--- src/rtl/seq_divider.sv ---
// ---------------------------------------------------------------------------
// seq_divider
//
// Purpose:
//   Multi-cycle restoring divider. One quotient bit is produced per clock,
//   MSB first, on operand magnitudes. Results are sign-corrected and
//   registered when the result is taken, one clock after the last step.
//
// Configuration:
//   SEQ_DIVIDER_SIGNED_EN - when defined, div_type_in = 1 selects signed
//   two's complement division. When undefined, the sign logic is not built,
//   div_type_in is ignored and every division is unsigned.
//
// Ports:
//   clk_in        in   1      clock, all state changes on the rising edge
//   rst_in        in   1      synchronous active-high reset
//   start_in      in   1      request a division (accepted in IDLE or DONE)
//   div_type_in   in   1      0 = unsigned, 1 = signed (sampled with start)
//   dividend_in   in   N_BIT  dividend (sampled with start)
//   divisor_in    in   N_BIT  divisor (sampled with start)
//   quot_out      out  N_BIT  quotient
//   rem_out       out  N_BIT  remainder
//   busy_out      out  1      high while a division is being iterated
//   done_out      out  1      one-cycle pulse, results valid
//   div_zero_out  out  1      divisor was zero for the current result
// ---------------------------------------------------------------------------
module seq_divider #(
  parameter int N_BIT = 8
) (
  input  logic             clk_in,
  input  logic             rst_in,
  input  logic             start_in,
  input  logic             div_type_in,
  input  logic [N_BIT-1:0] dividend_in,
  input  logic [N_BIT-1:0] divisor_in,
  output logic [N_BIT-1:0] quot_out,
  output logic [N_BIT-1:0] rem_out,
  output logic             busy_out,
  output logic             done_out,
  output logic             div_zero_out
);

  localparam int CNT_W = (N_BIT > 1) ? $clog2(N_BIT) : 1;

  typedef enum logic [1:0] {
    IDLE = 2'd0,
    CALC = 2'd1,
    DONE = 2'd2
  } state_t;

  // Control and datapath state
  state_t             state_q, state_d;
  logic [CNT_W-1:0]   cnt_q, cnt_d;
  // Dividend magnitude shifts out of the top while quotient bits shift in
  // at the bottom; after the last step it holds the quotient magnitude.
  logic [N_BIT-1:0]   a_q, a_d;
  logic [N_BIT:0]     d_q, d_d;
  logic [N_BIT:0]     r_q, r_d;
  logic [N_BIT-1:0]   raw_dvd_q, raw_dvd_d;
  logic               zero_q, zero_d;

  // Registered outputs
  logic [N_BIT-1:0]   quot_q, quot_d;
  logic [N_BIT-1:0]   rem_q, rem_d;
  logic               busy_q, busy_d;
  logic               done_q, done_d;
  logic               div_zero_q, div_zero_d;

  // Operand preparation
  logic [N_BIT-1:0]   dvd_mag;
  logic [N_BIT:0]     dvs_mag;

  // Restoring step
  logic [N_BIT+1:0]   r_shift;
  logic [N_BIT+1:0]   trial;
  logic               fits;
  logic               load;

`ifdef SEQ_DIVIDER_SIGNED_EN
  logic               neg_quot_q, neg_quot_d;
  logic               neg_rem_q, neg_rem_d;
  logic               dvd_neg, dvs_neg;
  logic [N_BIT:0]     dvs_ext;

  // The most negative dividend negates to its own bit pattern, which read
  // as unsigned is exactly its magnitude, so N_BIT bits suffice there. The
  // divisor is widened by one bit so its magnitude always reads unsigned.
  assign dvd_neg = div_type_in & dividend_in[N_BIT-1];
  assign dvs_neg = div_type_in & divisor_in[N_BIT-1];
  assign dvs_ext = {dvs_neg, divisor_in};
  assign dvd_mag = dvd_neg ? -dividend_in : dividend_in;
  assign dvs_mag = dvs_neg ? -dvs_ext : dvs_ext;
`else
  logic               unused_div_type;

  assign unused_div_type = div_type_in;
  assign dvd_mag         = dividend_in;
  assign dvs_mag         = {1'b0, divisor_in};
`endif

  // Next-state, datapath step and result formation. Operands are accepted
  // in IDLE and also in DONE so that back-to-back divisions lose no cycle.
  always_comb begin
    state_d    = state_q;
    cnt_d      = cnt_q;
    a_d        = a_q;
    d_d        = d_q;
    r_d        = r_q;
    raw_dvd_d  = raw_dvd_q;
    zero_d     = zero_q;
    quot_d     = quot_q;
    rem_d      = rem_q;
    div_zero_d = div_zero_q;
`ifdef SEQ_DIVIDER_SIGNED_EN
    neg_quot_d = neg_quot_q;
    neg_rem_d  = neg_rem_q;
`endif
    busy_d     = (state_q == CALC);
    done_d     = (state_q == DONE);

    r_shift = {r_q, a_q[N_BIT-1]};
    trial   = r_shift - {1'b0, d_q};
    fits    = ~trial[N_BIT+1];
    load    = start_in & ((state_q == IDLE) | (state_q == DONE));

    case (state_q)
      IDLE: begin
        state_d = IDLE;
      end
      CALC: begin
        r_d = fits ? trial[N_BIT:0] : r_shift[N_BIT:0];
        a_d = (a_q << 1) | N_BIT'(fits);
        if (cnt_q == '0) begin
          state_d = DONE;
        end else begin
          cnt_d = cnt_q - 1'b1;
        end
      end
      DONE: begin
        state_d    = IDLE;
        div_zero_d = zero_q;
        if (zero_q) begin
          quot_d = '1;
          rem_d  = raw_dvd_q;
        end else begin
`ifdef SEQ_DIVIDER_SIGNED_EN
          quot_d = neg_quot_q ? -a_q : a_q;
          rem_d  = neg_rem_q ? -r_q[N_BIT-1:0] : r_q[N_BIT-1:0];
`else
          quot_d = a_q;
          rem_d  = r_q[N_BIT-1:0];
`endif
        end
      end
      default: begin
        state_d = IDLE;
      end
    endcase

    if (load) begin
      state_d   = CALC;
      cnt_d     = CNT_W'(N_BIT - 1);
      a_d       = dvd_mag;
      d_d       = dvs_mag;
      r_d       = '0;
      raw_dvd_d = dividend_in;
      zero_d    = (divisor_in == '0);
`ifdef SEQ_DIVIDER_SIGNED_EN
      neg_quot_d = dvd_neg ^ dvs_neg;
      neg_rem_d  = dvd_neg;
`endif
    end
  end

  // State register with synchronous reset; reset aborts any division.
  always_ff @(posedge clk_in) begin
    if (rst_in) begin
      state_q    <= IDLE;
      cnt_q      <= '0;
      a_q        <= '0;
      d_q        <= '0;
      r_q        <= '0;
      raw_dvd_q  <= '0;
      zero_q     <= 1'b0;
      quot_q     <= '0;
      rem_q      <= '0;
      busy_q     <= 1'b0;
      done_q     <= 1'b0;
      div_zero_q <= 1'b0;
`ifdef SEQ_DIVIDER_SIGNED_EN
      neg_quot_q <= 1'b0;
      neg_rem_q  <= 1'b0;
`endif
    end else begin
      state_q    <= state_d;
      cnt_q      <= cnt_d;
      a_q        <= a_d;
      d_q        <= d_d;
      r_q        <= r_d;
      raw_dvd_q  <= raw_dvd_d;
      zero_q     <= zero_d;
      quot_q     <= quot_d;
      rem_q      <= rem_d;
      busy_q     <= busy_d;
      done_q     <= done_d;
      div_zero_q <= div_zero_d;
`ifdef SEQ_DIVIDER_SIGNED_EN
      neg_quot_q <= neg_quot_d;
      neg_rem_q  <= neg_rem_d;
`endif
    end
  end

  assign quot_out     = quot_q;
  assign rem_out      = rem_q;
  assign busy_out     = busy_q;
  assign done_out     = done_q;
  assign div_zero_out = div_zero_q;

endmodule

--- config.mk ---
export PLATFORM = sky130hd
export DESIGN_NAME = seq_divider
export DESIGN_NICKNAME = d
export VERILOG_FILES = /design/src/rtl/seq_divider.sv
export SDC_FILE = /design/constraint.sdc
export NUM_CORES = 1
export LEC_CHECK = 0
export CORE_UTILIZATION = 49
export DETAILED_ROUTE_END_ITERATION = 10
export GPL_TIMING_DRIVEN = 0
export PLACE_DENSITY = 0.83
export SLEW_MARGIN = 10
export SYNTH_ARGS = -nofsm -noshare
export SYNTH_HDL_FRONTEND = slang
export SYNTH_SLANG_ARGS = --single-unit
export TNS_END_PERCENT = 20
--- constraint.sdc ---
create_clock -name clk_in -period 2.3 [get_ports clk_in]
set_input_delay 0.23 -clock clk_in [delete_from_list [all_inputs] [get_ports clk_in]]
set_output_delay 0.23 -clock clk_in [all_outputs]
set_load 0.01 [all_outputs]
==> reports/qor.txt <==
Run status: complete, but fails checks
Violated checks: negative setup slack
Detailed Place HPWL: 4890 microns
Top cells by area, synth: dfxtp_1 (42%), nand2_1 (8.1%), a21oi_1 (5.5%)
Period utilisation layout: 1.04
GR Overflow Total: 0
Final worst path period need: 2.40 ns
Vias post-DR: 2641
Total track usage: 0.249
Max cap viols: 0
Initial DRC Count: 168
Commonest non-fill, non-tap cells in the layout: nand2_1 (58), dfxtp_1 (51), nor2_1 (38)
WHS Endpoint: raw_dvd_q[4]$_SDFFE_PP0P_
Worst slew pin tran: 0.581 ns
Hold Slack: 0.459 ns
CP max-delay cell: or4_4
Hold path depth: 2
Most common cell on crit path: or4_4
Fraction of layout cells with a size suffix above 1: 0.136
Clk sinks: 58
Cell variety after synth: 37
RePlAce Congestion: 0.847
Largest net degree at the start of global routing: 11
Clk Latency, worst-skew pair: 0.34 ns
Top Ports: 39
Antenna Nets Post-Route: 0
Synth area leader: dfxtp_1
Pwr/cell area: 710 nW/um^2
FMAX: 417 MHz
R2R Path End: r_q[0]$_SDFFE_PP0P_
Syn Nets: 369
Worst Path Required: 2.54 ns
Input/output buffers: 37
Critical path arrival: 2.63 ns
Reg2Reg Depth: 7
Cell family with most CP delay: simple AND/OR/NAND/NOR gates
Power Total: 2.52 mW
Die W: 76.7 microns
Drt total wl: 7190 microns
Hold_buf cts: 0
Antenna violations before repair: 0
Starting Density: 0.522
Share of the synthesized area in the top cell type: 0.425
Vias in the first global route: 2404
Max incr delay on CP: 0.54 ns
Die area: 5880 sq um
Startpoint types: flop
Final setup fails: 2
Leak: 1.24 nW
Post-synthesis sequential area ratio: 0.425
Synthesis-to-finish area growth: 29.8%
DRT Pass-1 Iters: 5
DR WL/cell: 15.4 microns
Vias per cell: 5.64
CP Cell Sequence: ha_4 -> nor2b_4 -> o2111a_2 -> or4_4 -> o211a_4 -> or4_4 -> o311ai_2
Synth Register Bits: 58
Post-layout util: 0.677
CTS tree: yes
WS Path Type: flop to flop
VDD IR max: 561 uV
Commonest non-fill, non-tap cell in the layout: nand2_1
RSZ-0062 raised after global routing: yes
Mapped cell area: 2730 sq um
Pre-CTS worst setup slack: -0.193 ns
Cts bufs inserted: 9
Worst r2r src: r_q[0]$_SDFFE_PP0P_
Post-synthesis instance total: 338
Final Hold Vio Count: 0
Total core area: 5240 sq um
Buffers plus inverters on the worst setup path: 0
CP Max Fanout: 6
Synth Warn #: 0
HP Class: flop to flop
Clock Tree Root: clkbuf_8
First-pass GRT wire length: 11400 microns
Fin cells: 468
Clk_skew: 0.0102 ns
Final Max Slew Viols: 0
Placed Cells: 445
Clock buffer depth: 2
DR DRC count: 0
Critical Path Sink Type: flop
Worst setup margin: -0.0959 ns
Mapped Avg Cell Area: 8.08 sq um
Worst rel slew slack: 0.611
CTS clock-pin slew for the worst setup and hold paths: 0.07 ns
R2r setup slk: -0.1 ns
Nets@finish: 425
Die Span Y: 76.7 microns
Inserted Diodes: 0
Hold wc startpoint: raw_dvd_q[4]$_SDFFE_PP0P_
Htree depth: 3
Rows: 26
stage by stage:
step	setup TNS [ns]	instance area (sq um)
finish	-0.184	3550
floorplan	-0.0967	2750
global placement	-0.447	3200
CTS	-0.313	3420
global route	-0.489	3550
detailed placement	-0.586	3200
state kept, by name, summed over array words and instances (netlist names):
| register | cells |
|---|---|
| rem_out | 8 |
| d_q | 8 |
| quot_out | 8 |
| div_zero_out | 1 |
| r_q | 9 |
| state_q | 2 |
| zero_q | 1 |
| raw_dvd_q | 8 |
| a_q | 8 |
| busy_out | 1 |
| cnt_q | 3 |
| done_out | 1 |
cell families after synthesis:
kind of cell,count (synthesis),share of synthesized area
xor gates and xnor gates,4,0.0128
AOI/OAI and AO/OA,84,0.194
buffers and inverters,34,0.0499
and+or+nand+nor,134,0.217
DFF,58,0.425
muxes,13,0.0476
adders and majority gates,11,0.0531
cell type report:
class,instances,area [sq um]
fillers,443,1690
plain buffers,20,76.3
clock buffers,9,124
well taps,70,87.6
multi-input cells,246,1560
flip-flops and latches,58,1170
inverters,13,48.8
repair buffers,46,438
clock inverters,6,35.0
per-layer routing:
metal	GRT usage	vias to the layer above	part of all wire
li1	-	1290	-
met1	0.325	1238	0.44
met2	0.390	93	0.47
met3	0.0595	20	0.067
met4	0.108	0	0.026
met5	0	-	0
power by group:
group / switching [mW] / internal [mW]
Sequential: 0.0428 / 1.06
Combinational: 0.330 / 0.303
Clock: 0.405 / 0.375
what timing repair did:
action	in CTS	in global routing
setup endpoints to repair	4	9
resized for setup	7	22
pin swaps	1	10
setup buffers	4	5
gates cloned	0	0
synthesized netlist by cell type, drive strengths merged:
library cell,n
o211a,2
o311a,1
fa,1
nand4b,1
buf,3
nand3,7
mux2i,13
nor4,2
o211ai,1
ha,10
nand2b,3
nand2,59
or3,1
or4,4
a31oi,10
or3b,1
nand4,1
inv,13
o31a,1
nor2b,6
o21a,6
and2,1
clkbuf,18
o21ai,11
nor2,38
o311ai,1
and3,2
a21o,1
a211oi,19
dfxtp,58
a21oi,30
nor3,8
xnor2,4
o2111a,1
worst max-delay path by stage:
stage / depth (start not counted) / from / slack, ns / to
2_1_floorplan: 9 / d_q[1]$_SDFFE_PP0P_ / -0.07 / r_q[0]$_SDFFE_PP0P_
3_3_place_gp: 9 / d_q[1]$_SDFFE_PP0P_ / -0.14 / r_q[0]$_SDFFE_PP0P_
3_5_place_dp: 9 / d_q[1]$_SDFFE_PP0P_ / -0.19 / r_q[0]$_SDFFE_PP0P_
4_1_cts: 8 / r_q[0]$_SDFFE_PP0P_ / -0.11 / r_q[0]$_SDFFE_PP0P_
5_1_grt: 9 / a_q[7]$_SDFFE_PP0P_ / -0.17 / r_q[8]$_SDFFE_PP0P_
6_report: 7 / r_q[0]$_SDFFE_PP0P_ / -0.1 / r_q[0]$_SDFFE_PP0P_
worst register-to-register path, delay by kind of cell, from the launching register on:
kind,cells,cell delay [ns]
fa+ha+maj,1,0.23
simple gates,3,1.17
compound gates,3,0.53
flops,1,0.36
Power figures use the tool's default switching activity.
